==> src/rtl/lvt_pkg.sv <==
// Shared definitions for the live-value-table read port: default memory
// geometry and the write-snoop record used by both snoop ports.
package lvt_pkg;

   localparam int unsigned LVT_ADDR_W = 7;
   localparam int unsigned LVT_DATA_W = 5;

   // Snoop records are sized for the widest supported memory. Narrower ports
   // are zero-extended into them.
   localparam int unsigned LVT_SNP_ADDR_W = 16;
   localparam int unsigned LVT_SNP_DATA_W = 32;

   typedef struct packed {
      logic                      en;
      logic [LVT_SNP_ADDR_W-1:0] addr;
      logic [LVT_SNP_DATA_W-1:0] data;
   } lvt_wr_snoop_t;

   // True when a snooped write lands on the given address this cycle.
   function automatic logic lvt_snp_hit(input lvt_wr_snoop_t s,
                                        input logic [LVT_SNP_ADDR_W-1:0] a);
      return s.en && (s.addr == a);
   endfunction

endpackage

==> src/rtl/lvt_resp_fifo.sv <==
// Small circular response buffer: push at the tail, present and pop the head.
// The requester's credit scheme keeps pushes from ever hitting a full buffer.
module lvt_resp_fifo #(
   parameter int unsigned DEPTH = 3,
   parameter int unsigned WIDTH = 5
) (
   input  logic             clk,
   input  logic             rst,
   input  logic             push,
   input  logic [WIDTH-1:0] push_data,
   input  logic             pop,
   output logic [WIDTH-1:0] head_data,
   output logic             empty
);

   localparam int unsigned PTR_W = (DEPTH > 1) ? $clog2(DEPTH) : 1;
   localparam int unsigned CNT_W = $clog2(DEPTH + 1);

   logic [WIDTH-1:0] mem [DEPTH];
   logic [PTR_W-1:0] wr_ptr;
   logic [PTR_W-1:0] rd_ptr;
   logic [CNT_W-1:0] count;
   logic             pop_ok;

   // Pointers wrap at DEPTH, which need not be a power of two.
   function automatic logic [PTR_W-1:0] ptr_inc(input logic [PTR_W-1:0] p);
      return (p == PTR_W'(DEPTH - 1)) ? '0 : p + PTR_W'(1);
   endfunction

   assign pop_ok    = pop && !empty;
   assign empty     = (count == '0);
   assign head_data = mem[rd_ptr];

   // Pointer and occupancy bookkeeping.
   always_ff @(posedge clk or negedge rst) begin
      if (!rst) begin
         wr_ptr <= '0;
         rd_ptr <= '0;
         count  <= '0;
      end else begin
         if (push)   wr_ptr <= ptr_inc(wr_ptr);
         if (pop_ok) rd_ptr <= ptr_inc(rd_ptr);
         if (push && !pop_ok)      count <= count + CNT_W'(1);
         else if (!push && pop_ok) count <= count - CNT_W'(1);
      end
   end

   // Entry storage; contents are meaningful only between push and pop.
   always_ff @(posedge clk) begin
      if (push) mem[wr_ptr] <= push_data;
   end

endmodule

==> src/rtl/lvt_rd_port.sv <==
// Read-side requester for the 2-write/1-read live-value-table memory.
// Issues rd0 accesses from a valid/ready request stream, tracks the fixed
// read latency and buffers returned data behind a credit counter.
// Define LVT_RD_BYPASS_EN to let in-flight reads pick up snooped writes.
module lvt_rd_port
   import lvt_pkg::*;
#(
   parameter int unsigned ADDR_W = LVT_ADDR_W,
   parameter int unsigned DATA_W = LVT_DATA_W,
   parameter int unsigned RD_LAT = 1
) (
   input  logic              clk,
   input  logic              rst,
   input  logic              req_valid,
   output logic              req_ready,
   input  logic [ADDR_W-1:0] req_addr,
   output logic              resp_valid,
   input  logic              resp_ready,
   output logic [DATA_W-1:0] resp_data,
   output logic              mem_rd_en,
   output logic [ADDR_W-1:0] mem_rd_addr,
   input  logic [DATA_W-1:0] mem_rd_data,
   input  logic              snp_wr0_en,
   input  logic [ADDR_W-1:0] snp_wr0_addr,
   input  logic [DATA_W-1:0] snp_wr0_data,
   input  logic              snp_wr1_en,
   input  logic [ADDR_W-1:0] snp_wr1_addr,
   input  logic [DATA_W-1:0] snp_wr1_data
);

   localparam int unsigned RESP_DEPTH = RD_LAT + 2;
   localparam int unsigned CRD_W      = $clog2(RESP_DEPTH + 1);

   logic [CRD_W-1:0]  credits_used;
   logic              accept;
   logic              pop;
   logic              push;
   logic [DATA_W-1:0] push_data;
   logic              fifo_empty;
   logic [RD_LAT-1:0] stg_vld;

   lvt_wr_snoop_t snp0;
   lvt_wr_snoop_t snp1;
   logic          snp_unused;

   assign snp0 = '{en: snp_wr0_en, addr: LVT_SNP_ADDR_W'(snp_wr0_addr),
                   data: LVT_SNP_DATA_W'(snp_wr0_data)};
   assign snp1 = '{en: snp_wr1_en, addr: LVT_SNP_ADDR_W'(snp_wr1_addr),
                   data: LVT_SNP_DATA_W'(snp_wr1_data)};
   // Zero-extension bits (and, without bypass, the whole records) are sunk here.
   assign snp_unused = ^{snp0, snp1};

   // A response slot is reserved from accept until pop; no pop-through credit.
   assign req_ready   = rst && (credits_used < CRD_W'(RESP_DEPTH));
   assign accept      = req_valid && req_ready;
   assign mem_rd_en   = accept;
   assign mem_rd_addr = req_addr;
   assign resp_valid  = !fifo_empty;
   assign pop         = resp_valid && resp_ready;
   assign push        = stg_vld[RD_LAT-1];

   // In-flight valid pipeline; reset drops every outstanding read.
   always_ff @(posedge clk or negedge rst) begin
      if (!rst) begin
         stg_vld <= '0;
      end else begin
         stg_vld[0] <= accept;
         for (int unsigned i = 1; i < RD_LAT; i++) stg_vld[i] <= stg_vld[i-1];
      end
   end

   // Credit count: reserved on accept, released on pop.
   always_ff @(posedge clk or negedge rst) begin
      if (!rst) begin
         credits_used <= '0;
      end else if (accept && !pop) begin
         credits_used <= credits_used + CRD_W'(1);
      end else if (!accept && pop) begin
         credits_used <= credits_used - CRD_W'(1);
      end
   end

`ifdef LVT_RD_BYPASS_EN
   logic [ADDR_W-1:0] stg_addr [RD_LAT];
   logic [RD_LAT-1:0] stg_hit;
   logic [DATA_W-1:0] stg_data [RD_LAT];
   logic              iss_hit;
   logic [DATA_W-1:0] iss_data;
   logic [RD_LAT-1:0] cur_hit;
   logic [DATA_W-1:0] cur_data [RD_LAT];

   // Fold this cycle's snooped writes into each read; wr1 is checked last so
   // it overrides wr0 on a same-address collision, as in the memory.
   always_comb begin
      iss_hit  = 1'b0;
      iss_data = '0;
      if (lvt_snp_hit(snp0, LVT_SNP_ADDR_W'(req_addr))) begin
         iss_hit  = 1'b1;
         iss_data = snp0.data[DATA_W-1:0];
      end
      if (lvt_snp_hit(snp1, LVT_SNP_ADDR_W'(req_addr))) begin
         iss_hit  = 1'b1;
         iss_data = snp1.data[DATA_W-1:0];
      end
      for (int unsigned i = 0; i < RD_LAT; i++) begin
         cur_hit[i]  = stg_hit[i];
         cur_data[i] = stg_data[i];
         if (lvt_snp_hit(snp0, LVT_SNP_ADDR_W'(stg_addr[i]))) begin
            cur_hit[i]  = 1'b1;
            cur_data[i] = snp0.data[DATA_W-1:0];
         end
         if (lvt_snp_hit(snp1, LVT_SNP_ADDR_W'(stg_addr[i]))) begin
            cur_hit[i]  = 1'b1;
            cur_data[i] = snp1.data[DATA_W-1:0];
         end
      end
   end

   // Address and latched write data travel alongside the valid bit.
   always_ff @(posedge clk) begin
      stg_addr[0] <= req_addr;
      stg_hit[0]  <= iss_hit;
      stg_data[0] <= iss_data;
      for (int unsigned i = 1; i < RD_LAT; i++) begin
         stg_addr[i] <= stg_addr[i-1];
         stg_hit[i]  <= cur_hit[i-1];
         stg_data[i] <= cur_data[i-1];
      end
   end

   assign push_data = cur_hit[RD_LAT-1] ? cur_data[RD_LAT-1] : mem_rd_data;
`else
   assign push_data = mem_rd_data;
`endif

   lvt_resp_fifo #(
      .DEPTH (RESP_DEPTH),
      .WIDTH (DATA_W)
   ) u_resp_fifo (
      .clk       (clk),
      .rst       (rst),
      .push      (push),
      .push_data (push_data),
      .pop       (pop),
      .head_data (resp_data),
      .empty     (fifo_empty)
   );

endmodule

==> config.mk <==
export PLATFORM = sky130hd
export DESIGN_NAME = lvt_rd_port
export DESIGN_NICKNAME = d
export VERILOG_FILES = /design/src/rtl/lvt_pkg.sv /design/src/rtl/lvt_resp_fifo.sv /design/src/rtl/lvt_rd_port.sv
export SDC_FILE = /design/constraint.sdc
export NUM_CORES = 1
export LEC_CHECK = 0
export CAP_MARGIN = 15
export CORE_UTILIZATION = 40
export CTS_CLUSTER_DIAMETER = 120
export DETAILED_ROUTE_END_ITERATION = 8
export PLACE_DENSITY = 0.83
export SLEW_MARGIN = 20
export SYNTH_ARGS = -nofsm -noshare
export SYNTH_HDL_FRONTEND = slang
export SYNTH_HIERARCHICAL = 1
export SYNTH_SLANG_ARGS = --single-unit
export TNS_END_PERCENT = 1
==> constraint.sdc <==
create_clock -name clk -period 3.79 [get_ports clk]
set_clock_uncertainty 0.15 [all_clocks]
set_input_delay 0.5685 -clock clk [delete_from_list [all_inputs] [get_ports clk]]
set_output_delay 0.5685 -clock clk [all_outputs]
set_load 0.01 [all_outputs]
==> summary.txt <==
Yosys
  • Syn Nets: 121
  • Mapped cell area: 0.00102 mm²
  • Yosys warnings: 6
  • Mapped Cells: 77
  • Synth Register Bits: 24
  • Syn_area_per_cell: 13.3 µm²
  • Seq/Total Area, Yosys: 0.660
  • Synth unique cells: 19

Finish
  • Most common cell after layout, fill and taps aside: clkdlybuf4s50_1
  • Layout cells sized above 1: 0.0674
  • N_diodes: 0
  • Final Util: 0.523
  • Area Overhead vs Synth: 18.6%
  • Final cell count without fillers: 117
  • Nets@finish: 134
  • Area of the multi-input gates: 272 µm²
  • Most frequent cells in the layout: clkdlybuf4s50_1 (16), edfxtp_1 (15), dfrtp_1 (9), nand2_1 (8), o21ai_0 (6)
  • Fill count: 200
  • FF/Latch Area: 676 µm²

Pwr
  • Worst vdd ir: 413 µV
  • P_leak: 0.486 nW
  • Pwr/cell area: 708 mW/mm²

Placement
  • GPL Wtd Cong: 0.714
  • Pre-CTS setup slack: 1090 ps
  • HPWL Detailed: 1080 µm
  • Number of port buffers: 16
  • Placed Cells: 113

GRT
  • Vias in the first global route: 607
  • Busiest grt layer: met2
  • GRT met3 Usage: 0.0348
  • Initial antenna violation count: 0
  • Grt met2 use: 0.236
  • Global-route wire length before repair: 2500 µm
  • All-Layer GR Usage: 0.133
  • Overflow after GRT: 0
  • Largest net degree at the start of global routing: 15
  • M1 GR Usage: 0.141

Critical path
  • WP data required: 3070 ps
  • Reg2reg start: push
  • FF-to-FF setup slack: 2050 ps
  • Crit Path Class: in2out
  • Crit end category: output port
  • Crit Path Max Fanout: 3
  • Critical path arrival: 1980 ps
  • Reg2Reg Depth: 2
  • Worst Setup SP: rst
  • Critical Path Source Type: input port

Clock network
  • Worst-path clk slew: 120 ps
  • CTS Hold Buffers Added: 0
  • Largest buffer count on any clock path: 2
  • PostCTS Resize Cnt: 0
  • Clk_lat worst skew: 300 ps
  • TritonCTS clock tree: done
  • CTS HTree Levels: 1
  • Setup bufs post-CTS: 0
  • Clk root buf: clkbuf_4
  • TritonCTS Buffers: 3
  • Sink Count: 24

STA
  • Final hold vios: 0
  • Final setup viols: 0
  • Period utilisation layout: 0.712
  • Final min period: 2700 ps
  • RSZ-0062 raised after global routing: no
  • Slew @ Worst Pin: 897 ps
  • Worst setup margin: 1090 ps
  • Slew Limit Fails: 0
  • Slew Limit Headroom: 0.401
  • Hold WS: 347 ps
  • Peak Freq: 0.371 GHz
  • Setup tns final: 0 ps

Floorplan
  • Die width: 52.6 µm
  • Io pins: 57
  • Die area: 0.00277 mm²
  • Site Rows: 17
  • Initial Util: 0.441
  • Core Box Area: 0.00232 mm²
  • Die Span Y: 52.6 µm

Routing
  • Routed via count: 572
  • DRC violation count after routing: 0
  • DR pass1 iterations: 1
  • Routed WL: 1450 µm
  • Post-route ant nets: 0
  • Routed vias/inst: 4.89
  • Average wire per standard cell: 12.4 µm
  • Initial DRC Count: 0

Worst hold path
  • Hold path start: credits_used[1]
  • Hold Path Class: reg2reg
  • Worst hold path stage count: 1

Flow run
  • Max-cap violations: 0

Status
  • Status: finished clean
[registers in the layout, summed over array words and instances, names as in the netlist]
signal,count
u_resp_fifo/mem,15
credits_used,2
u_resp_fifo/wr_ptr,2
u_resp_fifo/rd_ptr,2
push,1
u_resp_fifo/count,2
[kinds of logic (layout without fill, tap and decap cells)]
kind of cell	count (synthesis)	in the layout	synth area share
compound gates	11	11	0.0672
xor+xnor	6	6	0.0513
fa+ha+maj	2	2	0.0244
buf+inv	12	24	0.0746
flops	24	24	0.660
mux	5	5	0.0489
simple gates	17	17	0.0734
[worst max-delay path, cell delays in order]
cell	delay, ps
clkdlybuf4s50_1	470
a21boi_1	190
and2_1	200
clkdlybuf4s50_1	550
[final timing paths]
kind,end
worst max-delay path,mem_rd_en
worst min-delay path,credits_used[1]
worst max register to register,u_resp_fifo/mem[1][1]
worst min register to register,credits_used[1]
max in group asynchronous,u_resp_fifo/count[1]
min in group asynchronous,u_resp_fifo/wr_ptr[1]
[where the power goes]
part           total (mW)  internal (mW)  switching (mW)
Clock               0.177          0.107          0.0705
Sequential          0.412          0.343          0.0695
Combinational       0.270          0.155           0.115
Total               0.860          0.605           0.255
[stage by stage]
step / power, mW / instance area (µm²)
2_1_floorplan: 0.584 / 1020
3_3_place_gp: 0.675 / 1160
3_5_place_dp: 0.691 / 1160
4_1_cts: 0.871 / 1210
5_1_grt: 0.922 / 1210
6_report: 0.860 / 1210
[synth_stat cells]
library cell / n / area [µm²]
edfxtp_1: 15 / 450
dfrtp_1: 9 / 225
buf_4: 8 / 60.1
nand2_1: 8 / 30.0
o21ai_0: 6 / 30.0
mux2i_1: 5 / 50.1
nor2_1: 4 / 15.0
xor2_1: 4 / 35.0
a21o_1: 3 / 22.5
inv_1: 3 / 11.3
ha_1: 2 / 25.0
nor3_1: 2 / 10.0
xnor2_1: 2 / 17.5
a21boi_1: 1 / 7.51
and2_1: 1 / 6.26
buf_2: 1 / 5.00
nand2b_1: 1 / 6.26
nor3b_1: 1 / 7.51
o21ai_2: 1 / 8.76
[final cells by class]
cell class | instances | share of cell area
Tap cell | 28 | 0.0289
Sequential cell | 24 | 0.557
Clock inverter | 1 | 0.0247
Inverter | 3 | 0.00928
Timing Repair Buffer | 17 | 0.138
Multi-Input combinational cell | 41 | 0.224
Clock buffer | 3 | 0.0186
[layer usage]
metal | share of wire | routed length, µm | up-vias
li1 | - | - | 285
met1 | 0.40 | 575 | 269
met2 | 0.54 | 779 | 10
met3 | 0.043 | 62 | 8
met4 | 0.021 | 31 | 0
met5 | 0 | 0 | -
No activity file was read; power rests on OpenSTA's default activity.
==> edit (same flow settings) <==
The parameter `RD_LAT` goes from 1 to 2.
--- a/src/rtl/lvt_rd_port.sv
+++ b/src/rtl/lvt_rd_port.sv
@@ -9,3 +9,3 @@
    parameter int unsigned DATA_W = LVT_DATA_W,
-   parameter int unsigned RD_LAT = 1
+   parameter int unsigned RD_LAT = 2
 ) (
Formal check against the unedited RTL: not equivalent (Yosys sat finds a counterexample within 4 cycles, from zero or initial values and one cycle with rst low).
==> edit against the unedited design <==
  * Power is 36% higher
  * Largest cell class unchanged
  * Final area increased by 37%
  * Critical path depth rose by 1
  * Worst setup slack worse by 160 ps
  * Synthesized cell count rose by 13%
  * Wire length rose by 38%
  * Die area is 38% higher
  * Final cell count increased by 28%
  * Fmax shrank 5.4%
  * Critical path type unchanged
  * Non-clock buffer count is the same
  * Sequential cell count is 8 higher
  * Sequential share of layout area decreased by 1.6 points
  * Area after synthesis rose by 39%
==> edit: results (changes against the unedited design) <==
[yosys]
synth_edf_count = 20  ; +5
yosysUniqueCellTypes = 20  ; +1
synth-xor-area-share_pct = 3.68  ; -1.5 points
synth-compound-area-share_pct = 2.80  ; -3.9 points
synthAdderAreaFrac_pct = 8.94  ; +6.5 points
syn_inst = 87  ; +13%
synth_area_leaders = edfxtp_1 42%, dfrtp_1 21%, mux4_2 7.9%
synth_seq_area_share_pct = 63.1  ; -2.9 points
synthArstFlopShare_pct = 37.5  ; unchanged
synthMuxAreaShare_pct = 10.5  ; +5.6 points
syn-num-nets = 138  ; +14%
synth_top_cells_by_count = 20 x edfxtp_1, 12 x dfrtp_1, 7 x buf_4, 7 x ha_1, 6 x inv_1

[timing]
relSlewSlack_pct = 72.0  ; +32 points
slew_viol_final = 0  ; unchanged

[outcome]
outcome = complete, no violations

[critical_path]
crit_path_max_fanout = 13  ; +10
arrival_ps = 2140  ; +160 ps
cpPeakStageDelay_ps = 550  ; about the same

[cells_and_area]
ff_latch_area_um2 = 901  ; +33%
fin_cells = 150  ; +28%
multi_input_area_share_pct = 26.4  ; +4.1 points
num-fill-cells = 283  ; +42%
drive_gt1_share_pct = 17.3  ; +11 points
n_all_buffers = 17  ; unchanged
clk_share_pct = 4.58  ; +0.25 points
clock_buffers = 6  ; +3
buffer_area_share_pct = 10.1  ; -3.7 points
design_area_mm2 = 0.00167  ; +37%
seq_cell_count = 32  ; +33%
inverters = 6  ; +3

[global_route]
grt_pass1_wl_um = 3220  ; +29%
grt_start_max_net_pins = 14  ; -1
grt_pass1_vias = 742  ; +22%
grtUsageTotal_pct = 12.4  ; -0.87 points

[clock_tree]
htree_levels = 2  ; +1
cts-resized-gates = 0  ; unchanged
clkTransAtPathRegs_ps = 90  ; -30 ps
cts_buffer_depth = 2  ; unchanged
cts_buffers = 5  ; +2

[place]
placement.io_buffers = 16  ; unchanged
dpl-instance-area_mm2 = 0.00159  ; +37%
hpwlAfterDp_um = 1450  ; +35%
place.gp.congestion = 0.657  ; -8.1%
pre_cts_ws_ps = 911  ; -183 ps

[routing]
drt_iter0_drc = 24  ; +24
vias = 707  ; +24%
dr.pass1.iters = 2  ; +1
wl_met3_um = 99  ; +60%
met2WireLength_um = 1040  ; +34%
met1_length_um = 837  ; +46%
wirelength_um = 2000  ; +38%

[power]
ir_drop_v = 0.000367  ; -11%
power_leakage_nw = 0.636  ; +31%
power_w = 0.00117  ; +36%
p_seq_w = 0.000542  ; +32%
swShare_pct = 29.9  ; +0.19 points
p_comb_w = 0.000384  ; +42%

[floorplan]
die_x_um = 61.7  ; +17%

## edit: cell count changes in the layout (fill, tap and decap cells not counted), moves of 4 or more
cell,unedited run,this run
edfxtp_1,15,20
ha_1,2,7
nand2_1,8,3
o21ai_0,6,2
mux2i_1,5,0
and2_1,1,5
mux4_2,0,5
## edit: routing by layer
layer,track usage [%],vias to the layer above
met4,6.03,0
met3,3.93,4
li1,-,332
met1,13.5,348
met5,0,-
met2,21.8,23
## edit: final timing paths
| path | from | depth (start not counted) | endpoint | slack, ps |
|---|---|---|---|---|
| min reg2reg | stg_vld[0] | 0 | stg_vld[1] | 210 |
| max | rst | 5 | mem_rd_en | 940 |
| min in group asynchronous | rst | 2 | u_resp_fifo/count[0] | 390 |
| min | stg_vld[0] | 0 | stg_vld[1] | 210 |
| max in group asynchronous | rst | 2 | credits_used[0] | 2940 |
| max reg2reg | u_resp_fifo/count[0] | 11 | u_resp_fifo/count[2] | 1490 |
